[src/rtl/cdc_fifo_pkg.sv]
// Shared constants for the CDC FIFO read-side output stage.
package cdc_fifo_pkg;

  localparam int unsigned DATA_WIDTH_DEF = 8;
  localparam int unsigned BUF_DEPTH      = 2;
  localparam int unsigned COUNT_W        = $clog2(BUF_DEPTH + 1);
  localparam int unsigned PTR_W          = 1;

endpackage

[src/rtl/cdc_fifo_skid_buffer.sv]
// Two-entry registered FIFO that absorbs in-flight memory words while the consumer stalls.
module cdc_fifo_skid_buffer
  import cdc_fifo_pkg::*;
#(
  parameter int unsigned DATA_WIDTH = DATA_WIDTH_DEF
) (
  input  logic                  clock,
  input  logic                  reset,
  input  logic                  i_push,
  input  logic [DATA_WIDTH-1:0] i_push_data,
  input  logic                  i_pop,
  output logic [DATA_WIDTH-1:0] o_data,
  output logic                  o_valid,
  output logic [COUNT_W-1:0]    o_count
);

  logic [DATA_WIDTH-1:0] r_mem [BUF_DEPTH];
  logic [PTR_W-1:0]      r_head;
  logic [PTR_W-1:0]      r_tail;
  logic [COUNT_W-1:0]    r_count;
  logic                  w_pop;

  // A pop is only honoured when a word is actually buffered.
  assign w_pop   = i_pop & o_valid;
  assign o_data  = r_mem[r_head];
  assign o_valid = (r_count != '0);
  assign o_count = r_count;

  always_ff @(posedge clock) begin
    if (reset) begin
      for (int i = 0; i < BUF_DEPTH; i++) begin
        r_mem[i] <= '0;
      end
      r_head  <= '0;
      r_tail  <= '0;
      r_count <= '0;
    end else begin
      if (i_push) begin
        r_mem[r_tail] <= i_push_data;
        r_tail        <= r_tail + PTR_W'(1);
      end
      if (w_pop) begin
        r_head <= r_head + PTR_W'(1);
      end
      r_count <= r_count + COUNT_W'(i_push) - COUNT_W'(w_pop);
    end
  end

endmodule

[src/rtl/cdc_fifo_read_stream.sv]
// Read-domain output stage: pops the FIFO storage and presents words as a valid/ready stream.
module cdc_fifo_read_stream
  import cdc_fifo_pkg::*;
#(
  parameter int unsigned DATA_WIDTH = DATA_WIDTH_DEF
) (
  input  logic                  clock,
  input  logic                  reset,
  input  logic                  empty,
  output logic                  increment,
  output logic                  mem_read_enable,
  input  logic [DATA_WIDTH-1:0] mem_read_data,
  output logic [DATA_WIDTH-1:0] out_data,
  output logic                  out_valid,
  input  logic                  out_ready,
  output logic [COUNT_W-1:0]    out_count
);

  localparam int unsigned LEVEL_W = COUNT_W + 1;

  logic               r_inflight;
  logic               w_drain;
  logic [LEVEL_W-1:0] w_level;

  // Occupancy after this edge, before any new pop; a pop is allowed only if it leaves room.
  assign w_drain         = out_valid & out_ready;
  assign w_level         = LEVEL_W'(out_count) + LEVEL_W'(r_inflight) - LEVEL_W'(w_drain);
  assign increment       = ~empty & ~reset & (w_level < LEVEL_W'(BUF_DEPTH));
  assign mem_read_enable = increment;

  // The memory port is registered, so the popped word appears one cycle later.
  always_ff @(posedge clock) begin
    if (reset) begin
      r_inflight <= 1'b0;
    end else begin
      r_inflight <= increment;
    end
  end

  cdc_fifo_skid_buffer #(
    .DATA_WIDTH(DATA_WIDTH)
  ) u_skid (
    .clock      (clock),
    .reset      (reset),
    .i_push     (r_inflight),
    .i_push_data(mem_read_data),
    .i_pop      (w_drain),
    .o_data     (out_data),
    .o_valid    (out_valid),
    .o_count    (out_count)
  );

endmodule
[config.mk]
export PLATFORM = sky130hd
export DESIGN_NAME = cdc_fifo_read_stream
export DESIGN_NICKNAME = d
export VERILOG_FILES = /design/src/rtl/cdc_fifo_pkg.sv /design/src/rtl/cdc_fifo_skid_buffer.sv /design/src/rtl/cdc_fifo_read_stream.sv
export SDC_FILE = /design/constraint.sdc
export NUM_CORES = 1
export LEC_CHECK = 0
export ABC_AREA = 1
export ABC_CLOCK_PERIOD_IN_PS = 6500
export BUFFER_PORTS_ARGS = -buffer_cell sky130_fd_sc_hd__buf_2
export CORE_MARGIN = 3
export CORE_UTILIZATION = 45
export DETAILED_ROUTE_END_ITERATION = 16
export PLACE_DENSITY = 0.71
export SLEW_MARGIN = 15
export SYNTH_ARGS = -nofsm -noshare
export SYNTH_HDL_FRONTEND = slang
export SYNTH_HIERARCHICAL = 1
export SYNTH_SLANG_ARGS = --single-unit
[constraint.sdc]
create_clock -name clock -period 6.5 [get_ports clock]
set_input_delay 0.975 -clock clock [delete_from_list [all_inputs] [get_ports clock]]
set_output_delay 0.975 -clock clock [all_outputs]
set_load 0.01 [all_outputs]
== Yosys cells after proc, flatten, opt, wreduce, memory -nomap -nowiden ==
Memory sizes are Yosys's and may differ from the RTL's. A register that Yosys moved wholly into a read port is not among the register bits.
Cells that the tools add are included.
Cells by class
  $add $sub $neg: 6
  magnitude comparators: 1
  muxes and demuxes: 10
  bitwise logic cells: 6
  reductions and logical operators: 2
Operator list (count)
  $mux 1: 9
  $mux 8: 1
  $reduce_or 8->1: 1
  $and 1x1->1: 4
  $add 2x1->3: 1
  $lt 3x2->1 const B: 1
  $sub 3x1->3: 1
  $add 1x1->1 const B: 2
  $add 2x1->2: 1
  $not 1->1: 2
  $reduce_bool 2->1: 1
  $sub 2x1->2: 1
Word-level totals
  flip-flop bits (word level): 5
  RAM bits: 16
  output and inout bits: 13
  logic and storage cells: 30
  memories kept: 1
Memory list
  u_skid.r_mem: words 2, width 8, rd ports 1, clocked after Yosys merged registers in 1, write ports 2, line cdc_fifo_skid_buffer.sv:17  | logic [DATA_WIDTH-1:0] r_mem [BUF_DEPTH];

== Longest topological paths before layout ==
  depth after elaboration: 5
  depth in mapped cells: 14
  gate-level depth less buffers: 14

== Modules after synthesis ==
Netlist, hierarchy kept.
Modules (own cells, without submodules)
  cdc_fifo_skid_buffer: times used 1, cells an instance 87, area an instance 962.2 µm², seq. area each 580.6 µm²
  cdc_fifo_read_stream: times used 1, cells an instance 19, area an instance 117.6 µm², seq. area each 20.0 µm²

== Worst setup path after synthesis ==
OpenSTA, ideal clock, no wires.
  path type: input -> output
  start: in out_ready
  end: out mem_read_enable
  arrival: 2.368 ns
  path slack: 3.157 ns
  stages: 9
  path through: nand2_1 -> inv_1 -> ha_1 -> inv_1 -> nand2_1 -> fa_1 -> nand3_1 -> nor2_1 -> buf_4
On the way
  word-level cells in the longest chain between the ends: 4
Ends and longest elaborated chain
  start, declared: line cdc_fifo_read_stream.sv:15  | input logic out_ready,
  $and 1x1->1: line cdc_fifo_read_stream.sv:26  | assign w_drain = out_valid & out_ready;
  net w_drain: line cdc_fifo_read_stream.sv:22  | logic w_drain;
  $sub 3x1->3: line cdc_fifo_read_stream.sv:27  | assign w_level = LEVEL_W'(out_count) + LEVEL_W'(r_inflight) - LEVEL_W'(w_drain);
  $lt 3x2->1: line cdc_fifo_read_stream.sv:28  | assign increment = ~empty & ~reset & (w_level < LEVEL_W'(BUF_DEPTH));
  $and 1x1->1: line cdc_fifo_read_stream.sv:28
  end, declared: line cdc_fifo_read_stream.sv:11  | output logic mem_read_enable,
The timed path passes the listed nets, and every way through them passes these cells.

== Final worst setup path ==
Same ends and word-level chain as after synthesis.

==> results <==
- The flow ran to the end, and the final reports show no timing, DRC or antenna violations.
- Entering global routing, the biggest net connects 13 pins.
- The maximum operating frequency is a little under 300 MHz.
- The number of standard cells in the final layout excluding fillers is 160.
- TritonCTS built the clock tree.
- The post-DP HPWL is 1300 um.
- The combined area of all synthesized cells is between 0.001 and 0.0015 mm2.
- The register bit total from synthesis is 22.
- After detailed routing, the number of remaining DRC violations is 0.
- CTS built an H-tree with a depth of 1.
- For this design the top-level I/O count stands at 25.
- Synthesis produced between 100 and 150 cells.
- The total die area is about 0.0030 mm2.
- The number of global-route vias before repair is 663.
- The critical path is of the input port to primary output type.
- Of all nets on the critical path, the largest fanout is 3.
- Counting flops with an async set or reset pin after synthesis yields a share of 0.
- The number of nets in the synthesized netlist is about 120.
- The startpoint type of the worst setup path is an input port.
- The floorplan has 17 rows.
- The kind of capture point of the worst setup path is a primary output.
- The mean instance size in the synthesized netlist is approximately 10 um2.
- The setup slack at placement is 3.14 ns.
- The destination of the worst register-to-register timing path is r_inflight$_SDFF_PP0_.
- The clock drives 22 sinks.
- For the worst flop-to-flop path, the logic depth is 10.
- The width of the chip is roughly 55 um.
- The largest vdd supply drop is between 150 and 200 uV.
- The number of antenna diodes in the final layout is 0.
- The slew of the pin with the lowest slew margin is approximately 0.52 ns.
- The number of buffers between clock root and the deepest sink is 2.
- The number of gates resized after CTS was 0.
- The critical path arrival is between 2 and 2.5 ns.
- After detailed routing, the average wire length per cell comes to roughly 11 um.
- In this run the remaining antenna-violating nets after routing total 0.
- The top flip-flop cell by instance count after synthesis is sky130_fd_sc_hd__edfxtp_1.
- By area the synthesized netlist is led by sky130_fd_sc_hd__edfxtp_1 (44%), sky130_fd_sc_hd__dfxtp_1 (11%), sky130_fd_sc_hd__mux2_4 (11%), sky130_fd_sc_hd__nor2_1 (8.3%), sky130_fd_sc_hd__inv_1 (8.0%).
- Of the post-synthesis cell area, the dominant cell type holds 0.445.
- In the post-route analysis, the smallest setup slack over all paths is 3.14 ns.
- Before antenna repair, the detailed router went through 4 iterations.
- The post-synthesis compound-gate area fraction came to 0.00463.
- The wire length of the first global-routing pass is about 2700 um.
- Along the worst hold path, the cell count comes to 2.
- Counting distinct cell types in the post-synthesis netlist gives 16.
- The clock transition at the register clock pins on the worst setup and hold paths after CTS is between 0.1 and 0.15 ns.
- Summed over all cells, the static leakage comes to 0.623 nW.
- The number of buffers added for setup after CTS is 0.
- Counting flops with a built-in enable in the synthesized netlist gives 16.
- The biggest area consumer among synthesized cells is sky130_fd_sc_hd__edfxtp_1.
- The class of the worst hold path is register to register.
- The remaining global-route overflow is 0.
- Port buffering added 24 buffers.
- Of the total synthesized cell area, the portion taken by XOR and XNOR cells is 0.
- The clock latency reported for the late side of the worst-skew pair is slightly below 0.3 ns.
- The sum of routed wire length over all layers is around 1700 um.
- The area of combinational cells with multiple inputs is between 300 and 400 um2.
- The critical register-to-register path startpoint is u_skid/o_count[1]$_SDFF_PP0_.
- The number of vias per cell after detailed routing is between 4 and 5.
- The worst max-slew margin expressed relative to the limit is 0.651.
- Of the synthesized area, sequential elements account for 0.556.
- After synthesis, the most frequently instantiated cells are sky130_fd_sc_hd__nor2_1 (24), sky130_fd_sc_hd__inv_1 (23), sky130_fd_sc_hd__edfxtp_1 (16).
- For this run, the total global-route usage over all layers was measured as 0.130.
- The routability-driven placement congestion ratio is between 0.6 and 0.7.
- The startpoint identified for the worst hold timing path is u_skid/r_tail$_SDFFE_PP0P_.
- The most critical setup path has its endpoint at mem_read_enable.
- The number of clock buffers added by TritonCTS is 3.
- The floorplan die height is roughly 55 um.
- The final cycle utilization of the critical path is 0.517.
- The layout net count is about 150.
- The required time at the worst-slack endpoint is 5.52 ns.
- The final max-slew violation count is 0.
- The number of hold-slack violations in the final timing report came to 0.
- The filler cells instantiated in the layout total 204.
- Of the total synthesized cell area, the portion taken by AND, OR, NAND and NOR gates is 0.174.
- The critical path startpoint is out_ready.
- The portion of synthesized area spent on multiplexers is 0.111.
- The final critical-path required period is between 3 and 4 ns.
- Dividing total power by cell area gives a power density of ~300 mW/mm2.
- Setup total negative slack on the finished layout was measured at 0 ns.
- Max-cap violations in this run came to 0.
- The post-synthesis to final-layout area growth is 15.1%.
- The sequential cells in the finished layout cover a total of roughly 600 um2.
- The share of final-layout standard cells stronger than drive strength 1 is 0.303.
- CTS placed an instance of sky130_fd_sc_hd__clkbuf_4 at the clock tree root.
- Of the total synthesized cell area, the portion taken by full adders, half adders and majority gates is 0.0533.
- Counting tap cells, the placed design contains a total of ~160 instances.
- The largest family of logic cells by synthesized area is simple AND/OR/NAND/NOR gates.
- For this design, the CTS-stage hold fixing added 0 buffers.
- The total number of vias is between 700 and 800.
- The final setup violation count is 0.
- The initial antenna violation count is 0.
- In the post-synthesis netlist, the cell with the most instances is sky130_fd_sc_hd__nor2_1.
- For this configuration, the core starts out at a cell density of 0.479.
- Setup repair after global routing left no endpoint under its margin.
- The worst clock skew on the final layout is 0.00261 ns.
- The area of the placeable core is between 0.002 and 0.0025 mm2.
- The DRC violation total after the first TritonRoute iteration is 5.
- For this run, the number of Yosys warnings is 6.
- Across all register-to-register paths, the minimum setup slack is 4.62 ns.
metrics by stage:
step / power, mW / utilization / instance area [um2] / hold WS (ns)
2_1_floorplan: 0.280 / - / 1080 / 0.467
3_3_place_gp: 0.311 / 0.539 / 1220 / 0.491
3_5_place_dp: 0.318 / 0.539 / 1220 / 0.511
4_1_cts: 0.377 / 0.551 / 1240 / 0.529
5_1_grt: 0.401 / 0.551 / 1240 / 0.549
6_report: 0.370 / 0.551 / 1240 / 0.526
power breakdown:
part / switching (mW) / total, mW / internal (mW)
Sequential: 0.0172 / 0.191 / 0.174
Combinational: 0.0668 / 0.121 / 0.0543
Clock: 0.0363 / 0.0586 / 0.0223
Total: 0.120 / 0.370 / 0.250
worst max-delay path, stage by stage:
cell and delay [ns]:
sky130_fd_sc_hd__buf_2 0.09, sky130_fd_sc_hd__nand2_1 0.04, sky130_fd_sc_hd__inv_1 0.06, sky130_fd_sc_hd__ha_1 0.26
sky130_fd_sc_hd__inv_1 0.05, sky130_fd_sc_hd__nand2_1 0.05, sky130_fd_sc_hd__fa_1 0.48, sky130_fd_sc_hd__nand3_1 0.09
sky130_fd_sc_hd__nor2_1 0.14, sky130_fd_sc_hd__buf_2 0.15
per-layer routing:
layer / part of all wire / vias up / track usage
met5: 0 / - / 0
met4: 0.0058 / 0 / 0.0729
met3: 0.070 / 2 / 0.0241
met2: 0.54 / 25 / 0.246
met1: 0.39 / 313 / 0.132
li1: - / 378 / -
flip-flops by register name (all words and copies together) (netlist names), named ones only:
signal / count
r_inflight: 1
u_skid/r_head: 1
u_skid/o_count: 2
u_skid/r_tail: 1
u_skid/r_mem: 16
area by class of cell:
type | count | share of cell area
clock buffers | 3 | 0.0181
clock inverters | 1 | 0.00302
inverters | 24 | 0.0725
multi-input cells | 58 | 0.298
flip-flops and latches | 22 | 0.483
well taps | 28 | 0.0282
repair buffers | 24 | 0.0967
cells in the final DEF, fill, tap and decap left out, types with 2 or more instances in the layout:
cell                       instances
sky130_fd_sc_hd__ha_1              3
sky130_fd_sc_hd__nand2_1          13
sky130_fd_sc_hd__edfxtp_1         16
sky130_fd_sc_hd__inv_1            23
sky130_fd_sc_hd__mux2_4            8
sky130_fd_sc_hd__nand3_1           4
sky130_fd_sc_hd__buf_2            24
sky130_fd_sc_hd__nor2_1           24
sky130_fd_sc_hd__clkbuf_4          3
sky130_fd_sc_hd__dfxtp_1           6
sky130_fd_sc_hd__nor2_2            2
how the worst min path moves through the flow:
stage / slack [ns] / end
global route: 0.55 / u_skid/r_tail$_SDFFE_PP0P_
detailed placement: 0.51 / u_skid/r_tail$_SDFFE_PP0P_
global placement: 0.49 / u_skid/r_tail$_SDFFE_PP0P_
floorplan: 0.47 / register
CTS: 0.53 / u_skid/r_tail$_SDFFE_PP0P_
finish: 0.53 / u_skid/r_tail$_SDFFE_PP0P_
logic make-up after synthesis:
| group | after synthesis |
|---|---|
| buffers and inverters | 26 |
| adder cells (fa/ha/maj) | 4 |
| multiplexers | 8 |
| AO/OA/AOI/OAI | 1 |
| flip-flops | 22 |
| AND/OR/NAND/NOR | 45 |
Power figures use the tool's default switching activity.
